## src/rtl/alu_issue.sv

```systemverilog
// rtl/alu_issue.sv - two-stage RV32I OP/OP-IMM decode-and-issue front end for an external combinational ALU
module alu_issue (
  input  logic        clk,
  input  logic        reset_n,
  input  logic        flush,
  input  logic        in_valid,
  output logic        in_ready,
  input  logic [31:0] instr,
  input  logic [31:0] rs1_data,
  input  logic [31:0] rs2_data,
  output logic [5:0]  alu_op,
  output logic [31:0] alu_rv1,
  output logic [31:0] alu_rv2,
  input  logic [31:0] alu_rvout,
  output logic        out_valid,
  input  logic        out_ready,
  output logic [4:0]  out_rd,
  output logic [31:0] out_result,
  output logic        out_we,
  output logic        out_illegal
);

  localparam logic [5:0] OP_ADD  = 6'd0;
  localparam logic [5:0] OP_SLL  = 6'd1;
  localparam logic [5:0] OP_SLT  = 6'd2;
  localparam logic [5:0] OP_SLTU = 6'd3;
  localparam logic [5:0] OP_XOR  = 6'd4;
  localparam logic [5:0] OP_SRL  = 6'd5;
  localparam logic [5:0] OP_OR   = 6'd6;
  localparam logic [5:0] OP_AND  = 6'd7;
  localparam logic [5:0] OP_SRA  = 6'd8;
  localparam logic [5:0] OP_SUB  = 6'd9;
  localparam logic [5:0] OP_ILL  = 6'd63;

  localparam logic [6:0] OPC_OPIMM = 7'b0010011;
  localparam logic [6:0] OPC_OP    = 7'b0110011;
  localparam logic [6:0] F7_BASE   = 7'b0000000;
  localparam logic [6:0] F7_ALT    = 7'b0100000;

  logic        s1_valid;
  logic [4:0]  s1_rd;
  logic        s1_illegal;

  logic        s2_free;
  logic        accept;

  logic [5:0]  dec_op;
  logic [31:0] dec_rv2;
  logic        dec_illegal;

  logic [6:0]  opcode;
  logic [2:0]  funct3;
  logic [6:0]  funct7;
  logic [31:0] imm_i;
  logic [31:0] shamt_imm;
  logic [31:0] shamt_reg;

  assign opcode    = instr[6:0];
  assign funct3    = instr[14:12];
  assign funct7    = instr[31:25];
  assign imm_i     = {{20{instr[31]}}, instr[31:20]};
  assign shamt_imm = {27'b0, instr[24:20]};
  assign shamt_reg = {27'b0, rs2_data[4:0]};

  // S2 can take a new entry when empty or draining this cycle; S1 accepts when it empties or moves on.
  assign s2_free  = !out_valid || out_ready;
  assign in_ready = !s1_valid || s2_free;
  assign accept   = in_valid && in_ready && !flush;

  // Decode the offered instruction into ALU op and operand 2; anything outside OP/OP-IMM is illegal.
  always_comb begin
    dec_op      = OP_ILL;
    dec_rv2     = 32'd0;
    dec_illegal = 1'b1;
    if (opcode == OPC_OPIMM) begin
      dec_rv2     = imm_i;
      dec_illegal = 1'b0;
      case (funct3)
        3'b000: dec_op = OP_ADD;
        3'b010: dec_op = OP_SLT;
        3'b011: dec_op = OP_SLTU;
        3'b100: dec_op = OP_XOR;
        3'b110: dec_op = OP_OR;
        3'b111: dec_op = OP_AND;
        3'b001: begin
          dec_rv2 = shamt_imm;
          if (funct7 == F7_BASE) dec_op = OP_SLL;
          else dec_illegal = 1'b1;
        end
        default: begin
          dec_rv2 = shamt_imm;
          if (funct7 == F7_BASE) dec_op = OP_SRL;
          else if (funct7 == F7_ALT) dec_op = OP_SRA;
          else dec_illegal = 1'b1;
        end
      endcase
    end else if (opcode == OPC_OP) begin
      dec_rv2     = rs2_data;
      dec_illegal = 1'b0;
      if (funct7 == F7_BASE) begin
        case (funct3)
          3'b000:  dec_op = OP_ADD;
          3'b001:  begin dec_op = OP_SLL; dec_rv2 = shamt_reg; end
          3'b010:  dec_op = OP_SLT;
          3'b011:  dec_op = OP_SLTU;
          3'b100:  dec_op = OP_XOR;
          3'b101:  begin dec_op = OP_SRL; dec_rv2 = shamt_reg; end
          3'b110:  dec_op = OP_OR;
          default: dec_op = OP_AND;
        endcase
      end else if (funct7 == F7_ALT && funct3 == 3'b000) begin
        dec_op = OP_SUB;
      end else if (funct7 == F7_ALT && funct3 == 3'b101) begin
        dec_op  = OP_SRA;
        dec_rv2 = shamt_reg;
      end else begin
        dec_illegal = 1'b1;
      end
    end
    if (dec_illegal) begin
      dec_op  = OP_ILL;
      dec_rv2 = 32'd0;
    end
  end

  // S1: decoded operands drive the ALU directly; an empty S1 parks alu_op at illegal but keeps operands.
  always_ff @(posedge clk or negedge reset_n) begin
    if (!reset_n) begin
      s1_valid   <= 1'b0;
      alu_op     <= OP_ILL;
      alu_rv1    <= 32'd0;
      alu_rv2    <= 32'd0;
      s1_rd      <= 5'd0;
      s1_illegal <= 1'b0;
    end else if (flush) begin
      s1_valid <= 1'b0;
      alu_op   <= OP_ILL;
    end else if (accept) begin
      s1_valid   <= 1'b1;
      alu_op     <= dec_op;
      alu_rv1    <= rs1_data;
      alu_rv2    <= dec_rv2;
      s1_rd      <= instr[11:7];
      s1_illegal <= dec_illegal;
    end else if (s1_valid && s2_free) begin
      s1_valid <= 1'b0;
      alu_op   <= OP_ILL;
    end
  end

  // S2: capture the ALU result as S1 advances; hold everything while the consumer stalls.
  always_ff @(posedge clk or negedge reset_n) begin
    if (!reset_n) begin
      out_valid   <= 1'b0;
      out_rd      <= 5'd0;
      out_result  <= 32'd0;
      out_we      <= 1'b0;
      out_illegal <= 1'b0;
    end else if (flush) begin
      out_valid <= 1'b0;
    end else if (s2_free) begin
      out_valid <= s1_valid;
      if (s1_valid) begin
        out_rd      <= s1_rd;
        out_result  <= s1_illegal ? 32'd0 : alu_rvout;
        out_we      <= !s1_illegal && (s1_rd != 5'd0);
        out_illegal <= s1_illegal;
      end
    end
  end

endmodule

```

## config.mk

```make
export PLATFORM = sky130hd
export DESIGN_NAME = alu_issue
export DESIGN_NICKNAME = d
export VERILOG_FILES = /design/src/rtl/alu_issue.sv
export SDC_FILE = /design/constraint.sdc
export NUM_CORES = 1
export LEC_CHECK = 0
export ABC_AREA = 1
export BUFFER_PORTS_ARGS = -buffer_cell sky130_fd_sc_hd__buf_4
export CORE_MARGIN = 1
export CORE_UTILIZATION = 36
export CTS_CLUSTER_DIAMETER = 50
export DETAILED_ROUTE_END_ITERATION = 10
export SYNTH_ARGS = -nofsm -noshare
export SYNTH_HDL_FRONTEND = slang
export SYNTH_SLANG_ARGS = --single-unit
```

## constraint.sdc

```tcl
create_clock -name clk -period 2.9 [get_ports clk]
set_input_delay 0.435 -clock clk [delete_from_list [all_inputs] [get_ports clk]]
set_output_delay 0.435 -clock clk [all_outputs]
set_load 0.005 [all_outputs]
```

==> metrics.md, run 1 <==
| Metric | Value |
|---|---|
| Pre-Repair DR Iteration Count | 4 |
| Worst EP required | 3180 ps |
| Slew @ Worst Pin | 764.1 ps |
| Most frequent cells in the layout | buf_4 (246), nand2_1 (237), dfrtp_1 (111) |
| Total track usage | 0.2009 |
| Row count | 43 |
| Skew final | 9.590 ps |
| Tmin final | 1988 ps |
| Initial DRC Count | 215 |
| Synthesized area per cell | 8.534 µm² |
| Detailed-route vias per instance | 4.789 |
| Maximum VDD drop | 0.3398 mV |
| Synthesized instance count | 613 |
| Final setup fails | 0 |
| Worst r2r dst | alu_rv2[13]$_DFFE_PN0P_ |
| Die H | 122.5 µm |
| Most common cell after layout, fill and taps aside | buf_4 |
| Post-DR wirelength/cell | 14.18 µm |
| Worst Reg-to-Reg Cells | 8 |
| Syn-to-layout area delta | 48.58% |
| Crit. End Element | flop |
| Final WS setup | 911.9 ps |
| Hold Path Class | in -> async |
| MaxCap Viol Count | 0 |
| Placement Setup Slack | 440.5 ps |
| Port bufs | 238 |
| Total negative slack | 0 ps |
| FMAX | 0.5030 GHz |
| CTS buffer count | 17 |
| Worst-path fanout max | 21 |
| # clock sinks | 116 |
| Static Leak | 0.004353 µW |
| Antenna cell count | 0 |
| Final period util | 0.6855 |
| # IOs | 244 |
| Core area | 14040 µm² |
| First-pass GRT wire length | 23250 µm |
| Final hold violation count | 0 |
| Drc violations | 0 |
| Final HPWL DP | 10320 µm |
| Total routed wirelength | 14650 µm |
| Unrepaired setup endpoints after global routing | no |
| Status | completed |
| Startpoint types | primary input |
| Net Count, Synth | 746 |
| Worst-Skew Late Latency | 410 ps |
| Cell variety after synth | 26 |
| Nets@finish | 974 |
| CTS root buf | clkbuf_16 |
| TritonCTS clock tree | yes |
| Max Buffers Root-to-Sink | 2 |
| Hold buffer count at cts | 0 |
| Vias | 4947 |
| PwrDens | 570.9 nW/µm² |
| Starting Density | 0.3725 |
| Sequential area share after synthesis | 0.5561 |
| CP Class | in -> reg |
| Register bit count reported by yosys | 116 |
| Yosys warns | 0 |
| Setup bufs post-CTS | 0 |
| GP Congestion | 0.8628 |
| Clock Pin Slew Worst Setup and Hold Paths | 50 ps |
| H-tree Lvls | 4 |
| Relative slew slack | 0.4892 |
| Vias in the first global route | 4783 |
| Max Slew Vio Count | 0 |
| Largest net degree at the start of global routing | 66 |
| Initial antenna violation count | 0 |
| Post-cts resize count | 0 |
| Layout cells sized above 1 | 0.3517 |
| Arr. time, crit path | 2270 ps |
| Die X-Extent | 122.5 µm |
| Cell area after synthesis | 5231 µm² |
| Die area | 15020 µm² |
| Total grt overflow | 0 |
| R2R Setup Slk | 1220 ps |
| RR Startpoint | out_valid$_DFFE_PN0P_ |
| Post-DRT Antenna Nets | 0 |
-- cell usage after synthesis --
cell type	n	area share
a31oi_1	1	0.0012
o22ai_1	2	0.0024
buf_6	1	0.0022
nand2_2	5	0.0060
buf_2	16	0.015
nor3_1	23	0.022
o21ai_0	15	0.014
nand2_1	237	0.17
nor2_4	2	0.0043
a22o_1	37	0.062
nand4_2	1	0.0024
o21ai_1	1	0.00096
nor2_2	3	0.0036
a21boi_2	1	0.0022
dfstp_2	5	0.025
buf_4	5	0.0072
dfrtp_1	111	0.53
a21oi_1	4	0.0038
clkbuf_1	15	0.011
nand4_1	22	0.026
inv_2	4	0.0029
inv_1	42	0.030
nand3_1	36	0.034
a21oi_4	1	0.0031
buf_1	1	0.00072
nor2_1	22	0.016
-- flip-flops by register name, indices dropped and copies added (netlist names) --
signal,count
out_result,32
alu_rv1,32
s1_illegal,1
out_illegal,1
s1_rd,5
out_rd,5
alu_rv2,32
out_valid,1
alu_op,5
s1_valid,1
out_we,1
-- how the worst max path moves through the flow --
| stage | start | endpoint | slack, ps | cells after the start |
|---|---|---|---|---|
| 6_report | instr[3] | alu_rv2[13]$_DFFE_PN0P_ | 910 | 7 |
| 2_1_floorplan | instr[26] | alu_rv2[22]$_DFFE_PN0P_ | 1360 | 10 |
| 3_5_place_dp | instr[3] | alu_rv2[20]$_DFFE_PN0P_ | 440 | 7 |
| 5_1_grt | instr[3] | alu_rv2[23]$_DFFE_PN0P_ | 690 | 7 |
| 3_3_place_gp | instr[3] | alu_rv2[19]$_DFFE_PN0P_ | 520 | 7 |
| 4_1_cts | instr[3] | alu_rv2[31]$_DFFE_PN0P_ | 900 | 7 |
-- worst max-delay path, cell delays in order --
cell and delay, ps:
buf_4 110, nor2_1 160, nand4_2 390, inv_2 330, nand2_1 480, nand4_1 280, nand2_1 80
-- where the power goes --
part / internal [µW] / switching, µW / total [µW]
Sequential: 1710 / 48.8 / 1760
Clock: 1480 / 701 / 2180
Combinational: 261 / 230 / 490
Total: 3460 / 980 / 4440
-- per-layer routing --
layer	vias to the layer above	routed length [µm]	track usage
li1	2444	-	-
met1	2281	6331	0.2478
met2	201	6815	0.3248
met3	21	1211	0.06320
met4	0	295	0.08232
met5	-	0	0
-- area by class of cell --
| cell class | count | area, µm² |
|---|---|---|
| Timing Repair Buffer | 247 | 1867 |
| Clock inverter | 7 | 118.9 |
| Clock buffer | 24 | 511.7 |
| Sequential cell | 116 | 2909 |
| Multi-Input combinational cell | 413 | 1968 |
| Fill cell | 1309 | 6270 |
| Inverter | 46 | 172.7 |
| Tap cell | 180 | 225.2 |
-- logic make-up after synthesis --
| kind of cell | synth area share |
|---|---|
| buffers and inverters | 0.06912 |
| AND/OR/NAND/NOR | 0.2849 |
| flip-flops | 0.5561 |
| AO/OA/AOI/OAI | 0.08993 |
-- through the flow --
stage               hold WS [ps]  std cells  instance area (µm²)  power, µW  utilization
floorplan                  139.4        613                 5231       1940            -
CTS                        119.3       1033                 7772       4500       0.5535
global route               155.6       1033                 7772       4637       0.5535
detailed placement         459.6       1002                 7142       2288       0.5086
finish                     108.0       1033                 7772       4437       0.5535
global placement           457.8       1002                 7142       2278       0.5086
Power figures use the tool's default switching activity.
==> inputs of run 2 (changes only) <==
clock period = 2 ns   (was 2.9 ns; I/O delays follow)
==> run 2 against run 1 <==
Effect of this change:
- via count up 2.0%
- combinational power is 51% higher
- sequential share of layout area decreased by 0.20 points
- cell count rose by 0.87%
- non-clock buffer count grew 8
- clock power is 34% higher
- register-to-register slack lost 940 ps
- power increased by 40%
- global-route usage is 0.68 points higher
- wire length grew 3.1%
- first-iteration DRC count down 4.7%
- critical path type is now reg -> reg
- largest cell class unchanged
- largest power group unchanged
- highest routed layer unchanged
==> metrics.md, run 2 (synthesis results as in run 1) <==
| Metric | Value |
|---|---|
| Status | completed |
| PwrDens | 795.6 nW/µm² |
| Layout cells sized above 1 | 0.3561 |
| Hold Path Sink | alu_rv1[14]$_DFFE_PN0P_ |
| Max Buffers Root-to-Sink | 2 |
| Largest net degree at the start of global routing | 44 |
| Final core utilization | 0.5564 |
| Post-DR wirelength/cell | 14.49 µm |
| Hold Path Class | in -> reg |
| Filler cells | 1310 |
| Die area | 15020 µm² |
| Final setup fails | 0 |
| Final period util | 0.8580 |
| Sequential share of power | 0.411 |
| Crit. End Element | flop |
| Tmin final | 1716 ps |
| Total routed wirelength | 15100 µm |
| Total grt overflow | 0 |
| Row count | 43 |
| Hold Crit Start | rs1_data[14] |
| Initial DRC Count | 205 |
| Sw Share | 0.2295 |
| Maximum VDD drop | 0.4633 mV |
| Total negative slack | 0 ps |
| CTS root buf | clkbuf_16 |
| Final Power | 6217 µW |
| Power share of the clock group | 0.470 |
| P_sw | 1427 µW |
| MaxCap Viol Count | 0 |
| Core area | 14040 µm² |
| Initial antenna violation count | 0 |
| Total track usage | 0.2077 |
| Nets@finish | 983 |
| Arr. time, crit path | 1980 ps |
| H-tree Lvls | 4 |
| Most frequent cells in the layout | buf_4 (251), nand2_1 (237), dfrtp_1 (111) |
| Most common cell after layout, fill and taps aside | buf_4 |
| Vias in the first global route | 4781 |
| Syn-to-layout area delta | 49.37% |
| Post-DRT Antenna Nets | 0 |
| Antenna cell count | 0 |
| Relative slew slack | 0.5131 |
| # IOs | 244 |
| Static Leak | 0.004380 µW |
| First-pass GRT wire length | 23920 µm |
| Drc violations | 0 |
| Post-cts resize count | 0 |
| Starting Density | 0.3725 |
| Worst Reg-to-Reg Cells | 8 |
| CP Class | reg -> reg |
| Pre-Repair DR Iteration Count | 4 |
| Vias | 5046 |
| # clock sinks | 116 |
| TritonCTS clock tree | yes |
| Worst-Skew Late Latency | 410 ps |
| Detailed-route vias per instance | 4.843 |
| Hold WS | 87.72 ps |
| Skew final | 8.474 ps |
| Register Area | 2909 µm² |
| FMAX | 0.5828 GHz |
| GP Congestion | 0.8963 |
| Hold Crit Depth | 3 |
| R2R Setup Slk | 280 ps |
| Logic gate share of total power | 0.119 |
| Final HPWL DP | 10720 µm |
| Multi-input logic area | 1974 µm² |
| Die X-Extent | 122.5 µm |
| Port bufs | 238 |
| Unrepaired setup endpoints after global routing | no |
| Slew @ Worst Pin | 728.6 ps |
| Die H | 122.5 µm |
| RR Startpoint | out_valid$_DFFE_PN0P_ |
| Final hold violation count | 0 |
| CTS buffer count | 17 |
| Startpoint types | flop |
| Worst-path fanout max | 34 |
| Internal power | 4790 µW |
| Max Slew Vio Count | 0 |
| Worst r2r dst | s1_valid$_DFFE_PN0P_ |
| Biggest regs | alu_rv1 x32, alu_rv2 x32, out_result x32 |
| Worst EP required | 2260 ps |
| Clock Pin Slew Worst Setup and Hold Paths | 60 ps |
-- run 2: cell types whose count changed in the layout (fill, tap and decap cells not counted) --
cell	change
buf_12	+2
buf_4	+5
bufinv_16	-1
clkbuf_1	+1
clkbuf_8	-3
clkinv_2	+3
dlygate4sd3_1	+1
nor2_2	+1
-- run 2: metrics by stage --
| step | area [µm²] | instances | worst slack, ps |
|---|---|---|---|
| final | 7814 | 1042 | 284.0 |
| after CTS | 7799 | 1040 | 4.904 |
| after global routing | 7814 | 1042 | 147.1 |
| after floorplan | 5231 | 613 | 564.7 |
| after detailed placement | 7204 | 1007 | -66.14 |
| after global placement | 7204 | 1007 | -8.729 |
-- run 2: worst max-delay path by stage --
stage / start / end / cells past startpoint
4_1_cts: out_valid$_DFFE_PN0P_ / alu_rv2[6]$_DFFE_PN0P_ / 9
6_report: out_valid$_DFFE_PN0P_ / s1_valid$_DFFE_PN0P_ / 8
3_5_place_dp: out_valid$_DFFE_PN0P_ / alu_rv2[18]$_DFFE_PN0P_ / 8
2_1_floorplan: out_valid$_DFFE_PN0P_ / alu_rv1[12]$_DFFE_PN0P_ / 9
5_1_grt: out_valid$_DFFE_PN0P_ / s1_valid$_DFFE_PN0P_ / 8
3_3_place_gp: out_valid$_DFFE_PN0P_ / alu_rv2[10]$_DFFE_PN0P_ / 9
-- run 2: critical path: stages (launching register included) --
cell and delay [ps]:
dfrtp_1 340, inv_1 40, nor2_1 160, nand2_1 100
nand2_1 230, nor2_4 80, inv_2 120, buf_4 350
o21ai_0 140
-- run 2: final cells by class --
| type | count | area share |
|---|---|---|
| Clock buffer | 22 | 0.06069 |
| Clock inverter | 9 | 0.01329 |
| Inverter | 46 | 0.02210 |
| Multi-Input combinational cell | 414 | 0.2527 |
| Sequential cell | 116 | 0.3723 |
| Tap cell | 180 | 0.02882 |
| Timing Repair Buffer | 255 | 0.2501 |
-- run 2: power by group through the flow --
| stage | Sequential (µW) | Clock (µW) | Combinational, µW |
|---|---|---|---|
| 2_1_floorplan | 2600 | 0 | 215 |
| 3_3_place_gp | 2590 | 0 | 727 |
| 3_5_place_dp | 2590 | 0 | 740 |
| 4_1_cts | 2550 | 2980 | 749 |
| 5_1_grt | 2570 | 3100 | 825 |
| 6_report | 2550 | 2920 | 738 |
-- run 2: repair_timing --
item | CTS | global route
gates cloned | 1 | 0
hold endpoints to repair | 25 | 0
buffers inserted | 0 | 2
hold buffers | 1 | 0
endpoints found under the setup margin | 68 | 67
pin swaps | 1 | 1
-- run 2: metal layers --
| metal | vias to the layer above | part of all wire | track usage |
|---|---|---|---|
| met5 | - | 0 | 0 |
| met4 | 0 | 0.024 | 0.08384 |
| met3 | 27 | 0.073 | 0.05019 |
| met2 | 204 | 0.46 | 0.3283 |
| met1 | 2344 | 0.44 | 0.2726 |
| li1 | 2471 | - | - |
==> inputs of run 3 (changes only) <==
CELL_PAD_IN_SITES_DETAIL_PLACEMENT = 1   (was default)
CELL_PAD_IN_SITES_GLOBAL_PLACEMENT = 1   (was default)
CORE_UTILIZATION = 33   (was 36)
PLACE_DENSITY_LB_ADDON = 0.1   (was default)
==> run 3 against run 2 <==
Effect of this change:
- critical path depth down 1
- non-clock buffer count unchanged
- clock power up 4%
- fmax up 3.9%
- sequential share of layout area down 0.16 points
- first-iteration DRC count up 6.3%
- global-route usage up 1.4 points
- clock skew down 3.1 ps
- combinational power up 1%
- utilization down 4.4 points
- largest cell class unchanged
- highest routed layer unchanged
==> metrics.md, run 3 (synthesis results as in run 1) <==
| Metric | Value |
|---|---|
| Vias in the first global route | 5477 |
| Post-DRT Antenna Nets | 0 |
| MaxCap Viol Count | 0 |
| Hold Path Sink | out_valid$_DFFE_PN0P_ |
| Total routed wirelength | 17110 µm |
| Die area | 16360 µm² |
| Hold Path Class | in -> reg |
| Status | completed |
| Antenna cell count | 0 |
| Logic gate share of total power | 0.118 |
| Initial antenna violation count | 0 |
| Post-DR wirelength/cell | 15.96 µm |
| Placement Cell Area | 7246 µm² |
| GP Congestion | 0.9030 |
| Die X-Extent | 127.9 µm |
| Total negative slack | 0 ps |
| Relative slew slack | 0.5171 |
| CTS root buf | clkbuf_16 |
| # clock sinks | 116 |
| Total grt overflow | 0 |
| Sequential share of power | 0.403 |
| Internal power | 4879 µW |
| Sw Share | 0.2320 |
| Drc violations | 0 |
| Total track usage | 0.2218 |
| RR Startpoint | out_valid$_DFFE_PN0P_ |
| Skew final | 5.387 ps |
| Hold Crit Depth | 2 |
| P_sw | 1474 µW |
| First-pass GRT wire length | 28100 µm |
| Worst-Skew Late Latency | 410 ps |
| Worst Reg-to-Reg Cells | 7 |
| Maximum VDD drop | 0.5846 mV |
| Final hold violation count | 0 |
| Nets@finish | 982 |
| Starting Density | 0.3416 |
| # IOs | 244 |
| PwrDens | 809.5 nW/µm² |
| Hold Crit Start | flush |
| Max Slew Vio Count | 0 |
| Row count | 45 |
| CTS buffer count | 17 |
| Largest net degree at the start of global routing | 63 |
| Final period util | 0.8260 |
| Worst EP required | 2290 ps |
| Layout cells sized above 1 | 0.3554 |
| Final HPWL DP | 12530 µm |
| Port bufs | 238 |
| Worst r2r dst | out_result[26]$_DFFE_PN0P_ |
| Core area | 15310 µm² |
| Max Buffers Root-to-Sink | 2 |
| Initial DRC Count | 218 |
| Slew @ Worst Pin | 723.4 ps |
| CP Class | reg -> reg |
| Post-cts resize count | 0 |
| Startpoint types | flop |
| Clock Pin Slew Worst Setup and Hold Paths | 50 ps |
| Final setup fails | 0 |
| Worst-path fanout max | 43 |
| Syn-to-layout area delta | 50.01% |
| Tmin final | 1652 ps |
| Biggest regs | alu_rv1 x32, alu_rv2 x32, out_result x32 |
| Power share of the clock group | 0.480 |
| R2R Setup Slk | 350 ps |
| Die H | 127.9 µm |
| Final Cell Area | 7848 µm² |
| H-tree Lvls | 4 |
| Static Leak | 0.004383 µW |
| Unrepaired setup endpoints after global routing | no |
| Detailed-route vias per instance | 4.799 |
| Vias | 5144 |
| Most frequent cells in the layout | buf_4 (252), nand2_1 (237), dfrtp_1 (111) |
| FMAX | 0.6053 GHz |
| Most common cell after layout, fill and taps aside | buf_4 |
| Pre-Repair DR Iteration Count | 4 |
| Crit. End Element | flop |
| Arr. time, crit path | 1940 ps |
| TritonCTS clock tree | yes |
[run 3: area by class of cell]
class                      count  area [µm²]
clock inverter                10       131.4
multi-input combinational    413        1968
inverter                      46       172.7
tap                          211       264.0
clock buffer                  21       460.4
sequential                   116        2909
fill                        1836        7467
timing repair buffer         255        1942
[run 3: worst max-delay path by stage]
stage / start / end / slack [ps] / depth (start not counted)
global route: out_valid$_DFFE_PN0P_ / out_rd[2]$_DFFE_PN0P_ / 150 / 7
CTS: out_valid$_DFFE_PN0P_ / out_result[26]$_DFFE_PN0P_ / 320 / 7
global placement: instr[3] / alu_rv2[10]$_DFFE_PN0P_ / 250 / 8
detailed placement: instr[3] / alu_rv2[14]$_DFFE_PN0P_ / 190 / 8
finish: out_valid$_DFFE_PN0P_ / out_result[26]$_DFFE_PN0P_ / 350 / 7
floorplan: out_valid$_DFFE_PN0P_ / alu_rv1[12]$_DFFE_PN0P_ / 560 / 9
[run 3: worst max-delay path, stage by stage, from the launching register on]
cell     delay [ps]
dfrtp_1         370
inv_1            50
nor2_1           50
nor2_1          120
inv_1            50
nor2_1          190
inv_2           330
a22o_1          360
[run 3: power groups by stage]
| stage | registers (µW) | logic (µW) | clock network [µW] |
|---|---|---|---|
| 2_1_floorplan | 2600 | 215 | 0 |
| 3_3_place_gp | 2590 | 733 | 0 |
| 3_5_place_dp | 2600 | 755 | 0 |
| 4_1_cts | 2560 | 764 | 3110 |
| 5_1_grt | 2580 | 834 | 3210 |
| 6_report | 2560 | 747 | 3050 |
[run 3: what timing repair did]
action	in CTS	in global routing
setup endpoints to repair	0	0
buffers inserted	0	0
endpoints found under the hold margin	15	0
hold buffers	1	0
[run 3: per-layer routing]
metal,wire [µm],vias up,GRT usage
met1,7497,2494,0.2788
met5,0,-,0
met3,813,31,0.04132
met2,8323,162,0.3692
met4,477,0,0.1045
li1,-,2457,-
[run 3: stage by stage]
| step | hold WS (ps) | setup slack (ps) | cells | power [µW] | utilization |
|---|---|---|---|---|---|
| finish | 90.61 | 347.9 | 1072 | 6353 | 0.5124 |
| global route | 84.54 | 146.0 | 1072 | 6622 | 0.5124 |
| CTS | 75.29 | 323.4 | 1072 | 6433 | 0.5124 |
| detailed placement | 186.6 | 190.2 | 1040 | 3353 | 0.4731 |
| global placement | 181.7 | 251.2 | 1040 | 3323 | 0.4731 |
| floorplan | 4.409 | 564.7 | 613 | 2813 | - |
